[src/rtl/rlcn_pkg.sv]
// Shared definitions for the rlcn loadable counter: limit-behaviour encodings
// and the elaboration-time legality check for the MODE parameter.
package rlcn_pkg;

  localparam int RLCN_WRAP   = 0;
  localparam int RLCN_RELOAD = 1;
  localparam int RLCN_SAT    = 2;

  function automatic bit rlcn_mode_ok(input int mode);
    return (mode == RLCN_WRAP) || (mode == RLCN_RELOAD) || (mode == RLCN_SAT);
  endfunction

endpackage

[src/rtl/rlcn_add.sv]
// WIDTH-bit ripple adder with carry-out, shared by the add and count paths.
// Purely combinational; no backpressure.
module rlcn_add #(
  parameter int WIDTH = 22
) (
  input  logic [WIDTH-1:0] a,
  input  logic [WIDTH-1:0] b,
  output logic [WIDTH-1:0] s,
  output logic             co
);

  assign {co, s} = {1'b0, a} + {1'b0, b};

endmodule

[src/rtl/rlcn.sv]
// Loadable up-counter with add, wrap/reload/saturate limit handling and carry chain.
// One-edge latency from strobes to q/ao/tc; strobes are never stalled.
module rlcn
  import rlcn_pkg::*;
#(
  parameter int     WIDTH = 22,
  parameter longint STEP  = 1,
  parameter int     MODE  = RLCN_WRAP
) (
  input  logic             c,
  input  logic             xr,
  input  logic             l,
  input  logic [WIDTH-1:0] dl,
  input  logic             r,
  input  logic [WIDTH-1:0] dr,
  input  logic             ci,
  input  logic [WIDTH-1:0] lim,
  output logic [WIDTH-1:0] q,
  output logic [WIDTH-1:0] xq,
  output logic             co,
  output logic             ao,
  output logic             tc
);

  if (WIDTH < 2 || WIDTH > 32) begin : g_bad_width
    $error("rlcn: WIDTH %0d outside 2..32", WIDTH);
  end
  if (STEP < 1 || STEP > ((longint'(1) << WIDTH) - 1)) begin : g_bad_step
    $error("rlcn: STEP %0d outside 1..2^WIDTH-1", STEP);
  end
  if (!rlcn_mode_ok(MODE)) begin : g_bad_mode
    $error("rlcn: MODE %0d is not a known encoding", MODE);
  end

  localparam logic [WIDTH-1:0] STEP_W  = STEP[WIDTH-1:0];
  localparam logic             IS_WRAP = (MODE == RLCN_WRAP);
  localparam logic             IS_RELD = (MODE == RLCN_RELOAD);

  logic [WIDTH-1:0] q_r, base_r, q_nxt, base_nxt;
  logic [WIDTH-1:0] opnd, sum;
  logic             ao_r, tc_r, ao_nxt, tc_nxt;
  logic             cout, at_lim;

  // One adder serves both paths: r selects the add operand, otherwise STEP.
  assign opnd = r ? dr : STEP_W;

  rlcn_add #(.WIDTH(WIDTH)) u_add (
    .a  (q_r),
    .b  (opnd),
    .s  (sum),
    .co (cout)
  );

  assign at_lim = (q_r == lim);

  always_comb begin
    q_nxt    = q_r;
    base_nxt = base_r;
    ao_nxt   = ao_r;
    tc_nxt   = 1'b0;
    if (l) begin
      q_nxt    = dl;
      base_nxt = dl;
      ao_nxt   = 1'b0;
    end else if (r) begin
      q_nxt  = sum;
      ao_nxt = cout;
    end else if (ci) begin
      if (IS_WRAP) begin
        q_nxt  = sum;
        tc_nxt = cout;
      end else if (at_lim) begin
        q_nxt  = IS_RELD ? base_r : q_r;
        tc_nxt = 1'b1;
      end else begin
        q_nxt = sum;
      end
    end
  end

  always_ff @(posedge c or negedge xr) begin
    if (!xr) begin
      q_r    <= '0;
      base_r <= '0;
      ao_r   <= 1'b0;
      tc_r   <= 1'b0;
    end else begin
      q_r    <= q_nxt;
      base_r <= base_nxt;
      ao_r   <= ao_nxt;
      tc_r   <= tc_nxt;
    end
  end

  assign q  = q_r;
  assign xq = ~q_r;
  assign ao = ao_r;
  assign tc = tc_r;
  // Active-low chain carry; only wrap mode can ripple into a following stage.
  assign co = ~(ci & (&q_r) & IS_WRAP);

endmodule

[config.mk]
export PLATFORM = sky130hd
export DESIGN_NAME = rlcn
export DESIGN_NICKNAME = d
export VERILOG_FILES = /design/src/rtl/rlcn_pkg.sv /design/src/rtl/rlcn_add.sv /design/src/rtl/rlcn.sv
export SDC_FILE = /design/constraint.sdc
export NUM_CORES = 1
export LEC_CHECK = 0
export CORE_MARGIN = 2
export CORE_UTILIZATION = 45
export DETAILED_ROUTE_END_ITERATION = 8
export GPL_TIMING_DRIVEN = 1
export MAX_ROUTING_LAYER = met4
export PLACE_DENSITY_LB_ADDON = 0.08
export SYNTH_ARGS = -nofsm -noshare
export SYNTH_HDL_FRONTEND = slang
export SYNTH_SLANG_ARGS = --single-unit
[constraint.sdc]
create_clock -name c -period 6.2 [get_ports c]
set_clock_uncertainty 0.2 [all_clocks]
set_input_delay 0.93 -clock c [delete_from_list [all_inputs] [get_ports c]]
set_output_delay 0.93 -clock c [all_outputs]
set_load 0.005 [all_outputs]
==> results of run 1 <==
-- power breakdown --
part	internal, W	switching, W	leakage (nW)
registers	0.000198	0.0000597	0.284
clock network	0.0000437	0.0000562	0.0216
logic	0.000343	0.000306	1.24
total	0.000584	0.000422	1.55
-- sequential cells by signal (all words and copies together), names as in the netlist --
name,flops
q,22
ao,1
tc,1
-- Yosys cell counts (9+ instances only) --
cell and number:
nor2_1 16, and2_1 22, xnor2_1 10, a21oi_1 33
clkbuf_1 12, nand2_1 27, inv_1 28, o22ai_1 9
ha_1 22, dfrtp_1 24
-- worst min-delay path by stage --
| stage | from | end | slack, ps |
|---|---|---|---|
| after floorplan | ao | ao | 300 |
| after global placement | ao | ao | 300 |
| after detailed placement | ao | ao | 300 |
| after CTS | ao | ao | 330 |
| after global routing | ao | ao | 350 |
| final | ao | ao | 330 |
-- per-stage QoR --
step	total power, W	hold WS [ps]	setup WS (ps)
floorplan	0.000621	300	2960
global placement	0.000899	298	1770
detailed placement	0.000906	304	1730
CTS	0.00101	331	2010
global route	0.00109	352	1780
finish	0.00101	334	2030
-- metal layers --
layer / part of all wire (%) / wire length [um] / GRT usage (%) / vias up
met2: 46 / 3470 / 41.3 / 95
met5: 0 / 0 / - / -
met4: 0.64 / 48 / 5.71 / 0
li1: - / - / - / 1280
met3: 6.6 / 495 / 3.72 / 4
met1: 47 / 3490 / 36.3 / 1207
-- critical path: cells and delay by family --
family | cells | cell delay [ps]
xor gates and xnor gates | 1 | 180
adders and majority gates | 2 | 660
and+or+nand+nor | 2 | 350
buffers and inverters | 1 | 1040
AOI/OAI and AO/OA | 5 | 920
-- cell families after synthesis --
group / after synthesis / share of synthesized area (%)
AOI/OAI and AO/OA: 100 / 27.7
xor gates and xnor gates: 18 / 6.44
adders and majority gates: 23 / 12.1
buffers and inverters: 43 / 6.75
DFF: 24 / 24.5
muxes: 2 / 0.818
and+or+nand+nor: 100 / 21.7
-- final cells by class --
type	instances	share of cell area, %
Inverter	28	3.01
Clock buffer	3	1.18
Tap cell	70	2.51
Multi-Input combinational cell	243	48.4
Sequential cell	24	17.2
Timing Repair Buffer	97	27.7
==> reports/results.txt, run 1 <==
Yosys top cell area share -> 24.5%
Count of pins over their slew limit -> 0
Worst path max stage delay -> 1040 ps
Synth Warn # -> 0
Critical path class -> in2reg
Post-layout nets -> 491
DRC -> 0
Setup_tns -> 0 ps
Sequential cell area -> 601 um2
Period minus WS final -> 4170 ps
Die area -> 6040 um2
H-tree depth -> 1
CTS tree -> done
Run status -> complete, no violations
Global-route wire length before repair -> 12600 um
Clock buffer depth -> 2
Max cap viols -> 0
CP startpoint -> r
DP Area -> 3450 um2
Grt ovf -> 0
Row count -> 26
Crit path max fanout -> 27
Commonest non-fill, non-tap cell in the layout -> clkdlybuf4s50_1
Post-synth EDFFs -> 0
Type of origin of the critical path -> input port
DR pass1 iterations -> 4
Synthesized area per cell -> 7.89 um2
Placed Instances -> 462
R2R setup slack -> 3400 ps
Vias -> 2586
GPL Wtd Cong -> 0.908
R2R depth -> 9
Most frequent cells in the layout -> clkdlybuf4s50_1 (95), a21oi_1 (33), inv_1 (28)
Mapped cell area -> 2450 um2
Final instance area -> 3490 um2
Worst EP required -> 6120 ps
RSZ-0062 raised after global routing -> no
Worst path cell trace -> clkdlybuf4s50_1 -> nand2b_1 -> ha_1 -> fa_1 -> a21oi_1 -> o22ai_2 -> nor2_2 -> o41ai_4 -> a21oi_2 -> xor2_1 -> a21oi_1
Largest area contributor in the netlist -> dfrtp_1
Final setup violation count -> 0
Pin count of the biggest net entering global routing -> 28
Core Util, Final -> 67.4%
Count of cell types in the netlist -> 55
GRT Total Usage -> 26.3%
Tcrit/Tclk final -> 67.2%
Pwr Density -> 289 nW/um2
Clock root buffer -> clkbuf_8
Final wirelength -> 7500 um
Worst Hold Path Cells -> 1
Worst path most repeated cell -> a21oi_1
Cells after Synth -> 310
Share of post-route cells with drive strength above 1 -> 5.82%
Seq/Total Area, Yosys -> 24.5%
Ys async rst share -> 100%
Clk Latency, worst-skew pair -> 270 ps
Maximum VDD drop -> 154 uV
ANT cells -> 0
Initial antenna violation count -> 0
Sink Count -> 24
Count of non-filler cells in the finished layout -> 465
Antenna Nets Post-Route -> 0
Top Ports -> 118
Worst Setup End Kind -> flop
Core area -> 5170 um2
Yosys reg bits -> 24
P&R area growth vs syn -> 42.5%
Slew headroom -> 33.7%
Synth area leaders -> dfrtp_1 (25%), ha_1 (11%), a21oi_1 (6.7%), and2_1 (5.6%), inv_1 (4.3%)
Leak -> 1.55 nW
Vias in the first global route -> 2568
Reg clk slew, reported paths -> 90 ps
Final hold viol count -> 0
RR Endpoint -> q[18]
Filler cells -> 470
Die X-Extent -> 77.7 um
Die height -> 77.7 um
Dpl hpwl -> 5750 um
Multi-input combinational cell area -> 1690 um2
Fmax -> 240 MHz
Post-CTS Setup Repair Bufs -> 0
Critical path arrival -> 4090 ps
Via-to-Cell Ratio -> 5.56
Critical Path Slowest Stage Cell -> clkdlybuf4s50_1
Crit path to -> q[18]
Synthesized net count -> 404
PortBufs -> 95
Total clock buffers created by CTS -> 3
Worst Hold Class -> reg2reg
Reg2reg start -> q[0]
Initial DRC Count -> 91
Top_reg_cell synth -> dfrtp_1
CTS resizes -> 0
Initial Util -> 47.3%
Slew @ Worst Pin -> 991 ps
CTS Hold Buffers Added -> 0
WL/cell -> 16.1 um
Note: power is estimated with default switching activity, not from simulation.
==> run 2, diff against run 1 <==
- CORE_UTILIZATION: 45 -> 42
- clock period: 6.2 -> 4.18 ns (I/O delays scaled with it)
==> reports/results.txt, run 2 (same netlist as run 1, synthesis figures left out) <==
Run status -> complete, no violations
Initial antenna violation count -> 0 (unchanged)
Sink Count -> 24 (unchanged)
P&R area growth vs syn -> 43.8%
Worst path most repeated cell -> a21oi_1
WL/cell -> 15.8 um (-1.9%)
Reg2reg start -> q[0]
Setup_tns -> 0 ps (unchanged)
Worst EP required -> 4100 ps (-2020 ps)
DR pass1 iterations -> 5 (+1)
Slew @ Worst Pin -> 840 ps (-151 ps)
CTS Hold Buffers Added -> 0 (unchanged)
Die area -> 6450 um2 (+6.8%)
Clock root buffer -> clkbuf_8
Vias -> 2596 (+0.39%)
Pwr Density -> 425 nW/um2 (+47%)
Clk Latency, worst-skew pair -> 270 ps (about the same)
Global-route wire length before repair -> 12100 um (-3.7%)
Final hold viol count -> 0 (unchanged)
Fmax -> 303 MHz
Die height -> 80.3 um (+3.3%)
Filler cells -> 511 (+8.7%)
Crit path max fanout -> 12 (-56%)
H-tree depth -> 1 (unchanged)
Initial DRC Count -> 105 (+15%)
Sequential cell area -> 601 um2 (unchanged)
Core area -> 5570 um2 (+7.8%)
Dpl hpwl -> 5890 um (+2.4%)
Critical path arrival -> 3220 ps (-870 ps)
DRC -> 0 (unchanged)
Die X-Extent -> 80.3 um (+3.3%)
Hold Path End -> ao
Grt ovf -> 0 (unchanged)
Post-CTS Setup Repair Bufs -> 0 (unchanged)
Post-layout nets -> 495 (+0.81%)
Worst Hold Class -> reg2reg
Tcrit/Tclk final -> 78.8%
Slew headroom -> 43.8% (+10 points)
CP bufs+invs -> 2 (+1)
CTS resizes -> 0 (unchanged)
Worst Setup End Kind -> flop
Max cap viols -> 0 (unchanged)
Row count -> 27 (+3.8%)
Top Ports -> 118 (unchanged)
Worst path max stage delay -> 440 ps (-600 ps)
Count of pins over their slew limit -> 0 (unchanged)
Vias in the first global route -> 2576 (+0.31%)
GRT Total Usage -> 24.6% (-1.8 points)
ANT cells -> 0 (unchanged)
Critical Path Slowest Stage Cell -> clkdlybuf4s50_1
Delay-heaviest family, CP -> compound AO/OA/AOI/OAI gates
Total clock buffers created by CTS -> 3 (unchanged)
Antenna Nets Post-Route -> 0 (unchanged)
Min-delay src -> ao
Most frequent cells in the layout -> clkdlybuf4s50_1 (95), a21oi_1 (33), inv_1 (28)
Final setup violation count -> 0 (unchanged)
PortBufs -> 95 (unchanged)
Commonest non-fill, non-tap cell in the layout -> clkdlybuf4s50_1
Max reg flops -> 22 (unchanged)
Final wirelength -> 7450 um (-0.67%)
R2R setup slack -> 1380 ps (-2020 ps)
Worst Hold Path Cells -> 1 (unchanged)
Via-to-Cell Ratio -> 5.51 (-0.89%)
GPL Wtd Cong -> 0.895 (-1.5%)
Worst path cell trace -> clkdlybuf4s50_1 -> buf_4 -> and2_1 -> fa_1 -> a21oi_1 -> o22ai_2 -> nor2_2 -> o41ai_4 -> a21oi_2 -> xor2_1 -> a21oi_1
Maximum VDD drop -> 252 uV (+64%)
Clock buffer depth -> 2 (unchanged)
Share of post-route cells with drive strength above 1 -> 6.77% (+0.94 points)
Leak -> 1.57 nW (+1.2%)
R2R depth -> 9 (unchanged)
Pin count of the biggest net entering global routing -> 25 (-11%)
RR Endpoint -> q[18]
Multi-input combinational cell area -> 1690 um2 (unchanged)
Type of origin of the critical path -> input port
Initial Util -> 43.9% (-3.4 points)
Critical path class -> in2reg
Period minus WS final -> 3300 ps
CTS tree -> done
Reg clk slew, reported paths -> 100 ps (about the same)
RSZ-0062 raised after global routing -> no
Core Util, Final -> 63.1% (-4.3 points)
## run 2: changes by cell type in the layout (fill, tap and decap cells not counted)
cell	change
buf_4	+4
## run 2: cell type report
cell class / instances / area share (%)
multi-input cells: 243 / 47.9
clock buffers: 3 / 1.17
inverters: 28 / 2.99
well taps: 72 / 2.56
flip-flops and latches: 24 / 17.1
repair buffers: 101 / 28.3
## run 2: how the worst max path moves through the flow
stage / end / cells past startpoint / start / slack (ps)
2_1_floorplan: q[21] / 11 / r / 1240
3_3_place_gp: q[20] / 11 / r / 630
3_5_place_dp: q[18] / 11 / r / 620
4_1_cts: q[18] / 11 / r / 900
5_1_grt: q[18] / 11 / r / 770
6_report: q[18] / 11 / r / 880
## run 2: per-stage QoR
stage | hold WS, ps | setup slack [ps] | instance area, um2 | cells | total power, W
floorplan | 131 | 1240 | 2450 | 310 | 0.000921
global placement | 296 | 634 | 3480 | 468 | 0.00134
detailed placement | 308 | 623 | 3480 | 468 | 0.00135
CTS | 334 | 903 | 3520 | 471 | 0.00150
global route | 353 | 769 | 3520 | 471 | 0.00162
finish | 333 | 885 | 3520 | 471 | 0.00150
## run 2: power by group
part | leakage [nW] | switching, W | total [W] | internal [W]
clock network | 0.0216 | 0.0000789 | 0.000144 | 0.0000646
logic | 1.26 | 0.000457 | 0.000968 | 0.000510
registers | 0.284 | 0.0000918 | 0.000385 | 0.000293
total | 1.57 | 0.000628 | 0.00150 | 0.000868
## run 2: metal layers
layer	vias to the layer above	routed length, um	track usage [%]
li1	1292	-	-
met4	0	23	3.90
met3	2	371	2.70
met5	-	0	-
met1	1229	3520	32.6
met2	73	3540	41.3
## run 2: worst register-to-register path, stage by stage, from the launching register on
cell and delay, ps:
dfrtp_1 440, ha_1 250, fa_1 420, a21oi_1 270, o22ai_2 150, nor2_2 240, o41ai_4 140, a21oi_2 290
xor2_1 170, a21oi_1 90
==> run 3, diff against run 2 <==
- CORE_UTILIZATION: 42 -> 38
- clock period: 4.18 -> 2.7 ns (I/O delays scaled with it)
==> reports/results.txt, run 3 (same netlist as run 1, synthesis figures left out) <==
Vias in the first global route -> 2876 (+12%)
Initial Util -> 39.0% (-4.9 points)
Clock root buffer -> clkbuf_8
CTS tree -> done
Die height -> 84.3 um (+4.9%)
Setup_tns -> 0 ps (unchanged)
PortBufs -> 95 (unchanged)
Commonest non-fill, non-tap cell in the layout -> clkdlybuf4s50_1
Pin count of the biggest net entering global routing -> 25 (unchanged)
Pwr Density -> 682 nW/um2 (+60%)
Row count -> 29 (+7.4%)
Slew @ Worst Pin -> 357 ps (-484 ps)
Clk Latency, worst-skew pair -> 280 ps (about the same)
Global-route wire length before repair -> 13900 um (+15%)
Initial DRC Count -> 114 (+8.6%)
Final wirelength -> 8680 um (+16%)
Worst Setup End Kind -> flop
Run status -> complete, no violations
H-tree depth -> 1 (unchanged)
Top Ports -> 118 (unchanged)
Sink Count -> 24 (unchanged)
DR pass1 iterations -> 4 (-1)
Grt ovf -> 0 (unchanged)
Maximum VDD drop -> 402 uV (+59%)
DRC -> 0 (unchanged)
Share of post-route cells with drive strength above 1 -> 23.9% (+17 points)
Setup ws final -> 64.4 ps (-820 ps)
Via-to-Cell Ratio -> 5.31 (-3.7%)
Worst Hold Class -> in2async
Vias -> 2850 (+9.8%)
Fmax -> 379 MHz
Hold slack -> 288 ps (-45.6 ps)
CTS Hold Buffers Added -> 0 (unchanged)
GPL Wtd Cong -> 0.908 (+1.5%)
Die X-Extent -> 84.3 um (+4.9%)
M1 WL -> 3870 um (+10%)
WL met2 -> 4180 um (+18%)
Final setup violation count -> 0 (unchanged)
Antenna Nets Post-Route -> 0 (unchanged)
Total clock buffers created by CTS -> 3 (unchanged)
Type of origin of the critical path -> input port
RSZ-0062 raised after global routing -> yes
Most frequent cells in the layout -> clkdlybuf4s50_1 (94), buf_4 (62), a21oi_1 (29)
Count of pins over their slew limit -> 0 (unchanged)
Post-layout nets -> 555 (+12%)
Core area -> 6280 um2 (+13%)
Highest Signal Layer -> met4
ANT cells -> 0 (unchanged)
Critical path class -> in2reg
Filler cells -> 539 (+5.5%)
Worst EP required -> 2670 ps (-1430 ps)
Tcrit/Tclk final -> 97.6%
Final hold viol count -> 0 (unchanged)
Period minus WS final -> 2640 ps
WL/cell -> 16.2 um (+2.1%)
Slew headroom -> 76.0% (+32 points)
Die area -> 7100 um2 (+10%)
Max reg flops -> 22 (unchanged)
Met3 WL post-DR -> 567 um (+53%)
DP Worst Slack -> -515 ps (-1140 ps)
Core Util, Final -> 66.9% (+3.8 points)
Leak -> 1.90 nW (+21%)
Reg clk slew, reported paths -> 100 ps (about the same)
Crit path max fanout -> 5 (-7)
P&R area growth vs syn -> 71.6%
Max cap viols -> 0 (unchanged)
Initial antenna violation count -> 0 (unchanged)
Dpl hpwl -> 6690 um (+14%)
Critical path arrival -> 2610 ps (-610 ps)
Clock buffer depth -> 2 (unchanged)
GRT Total Usage -> 24.8% (+0.24 points)
## run 3: what timing repair did
| item | in CTS | in global routing |
|---|---|---|
| endpoints found under the setup margin | 16 | 13 |
| gates resized for setup | 8 | 29 |
| buffers inserted | 1 | 0 |
| hold endpoints to repair | 0 | 0 |
| pin swaps | 3 | 10 |
## run 3: worst paths after layout
path	start	end	slack [ps]	cells past startpoint
worst max-delay path	dr[1]	q[21]	60	10
worst max register to register	q[1]	q[21]	250	8
worst min register to register	ao	ao	340	1
min in group c	ao	ao	340	1
worst min-delay path	xr	q[15]	290	2
max in group asynchronous	xr	q[0]	1750	2
## run 3: cell type report
cell class	instances	area (um2)	share of cell area, %
Clock buffer	4	55.1	1.31
Tap cell	77	96.3	2.29
Multi-Input combinational cell	243	1880	44.7
Sequential cell	24	601	14.3
Inverter	28	105	2.50
Timing Repair Buffer	161	1470	34.9
## run 3: per-layer routing
| metal | vias to the layer above | track usage (%) |
|---|---|---|
| met5 | - | - |
| met4 | 0 | 4.40 |
| met3 | 4 | 2.85 |
| met2 | 96 | 40.4 |
| met1 | 1338 | 33.6 |
| li1 | 1412 | - |
## run 3: power by group
| part | internal (W) | switching (W) | leakage (nW) | total, W |
|---|---|---|---|---|
| sequential | 0.000454 | 0.000151 | 0.284 | 0.000605 |
| combinational | 0.00113 | 0.000858 | 1.58 | 0.00199 |
| clock | 0.000131 | 0.000137 | 0.0288 | 0.000268 |
| total | 0.00172 | 0.00115 | 1.90 | 0.00287 |
## run 3: critical path, stage by stage
cell             delay [ps]
clkdlybuf4s50_1         420
and2_4                  170
ha_1                    270
a21o_1                  120
nand4_1                 110
and3_4                  210
o31ai_4                 270
a221o_1                 340
and4_4                  250
nor3_1                   40
## run 3: through the flow
| stage | area (um2) | instances | power (W) |
|---|---|---|---|
| final | 4200 | 537 | 0.00287 |
| after global routing | 4200 | 537 | 0.00308 |
| after CTS | 4040 | 537 | 0.00275 |
| after detailed placement | 3940 | 532 | 0.00245 |
| after global placement | 3940 | 532 | 0.00243 |
| after floorplan | 2450 | 310 | 0.00143 |
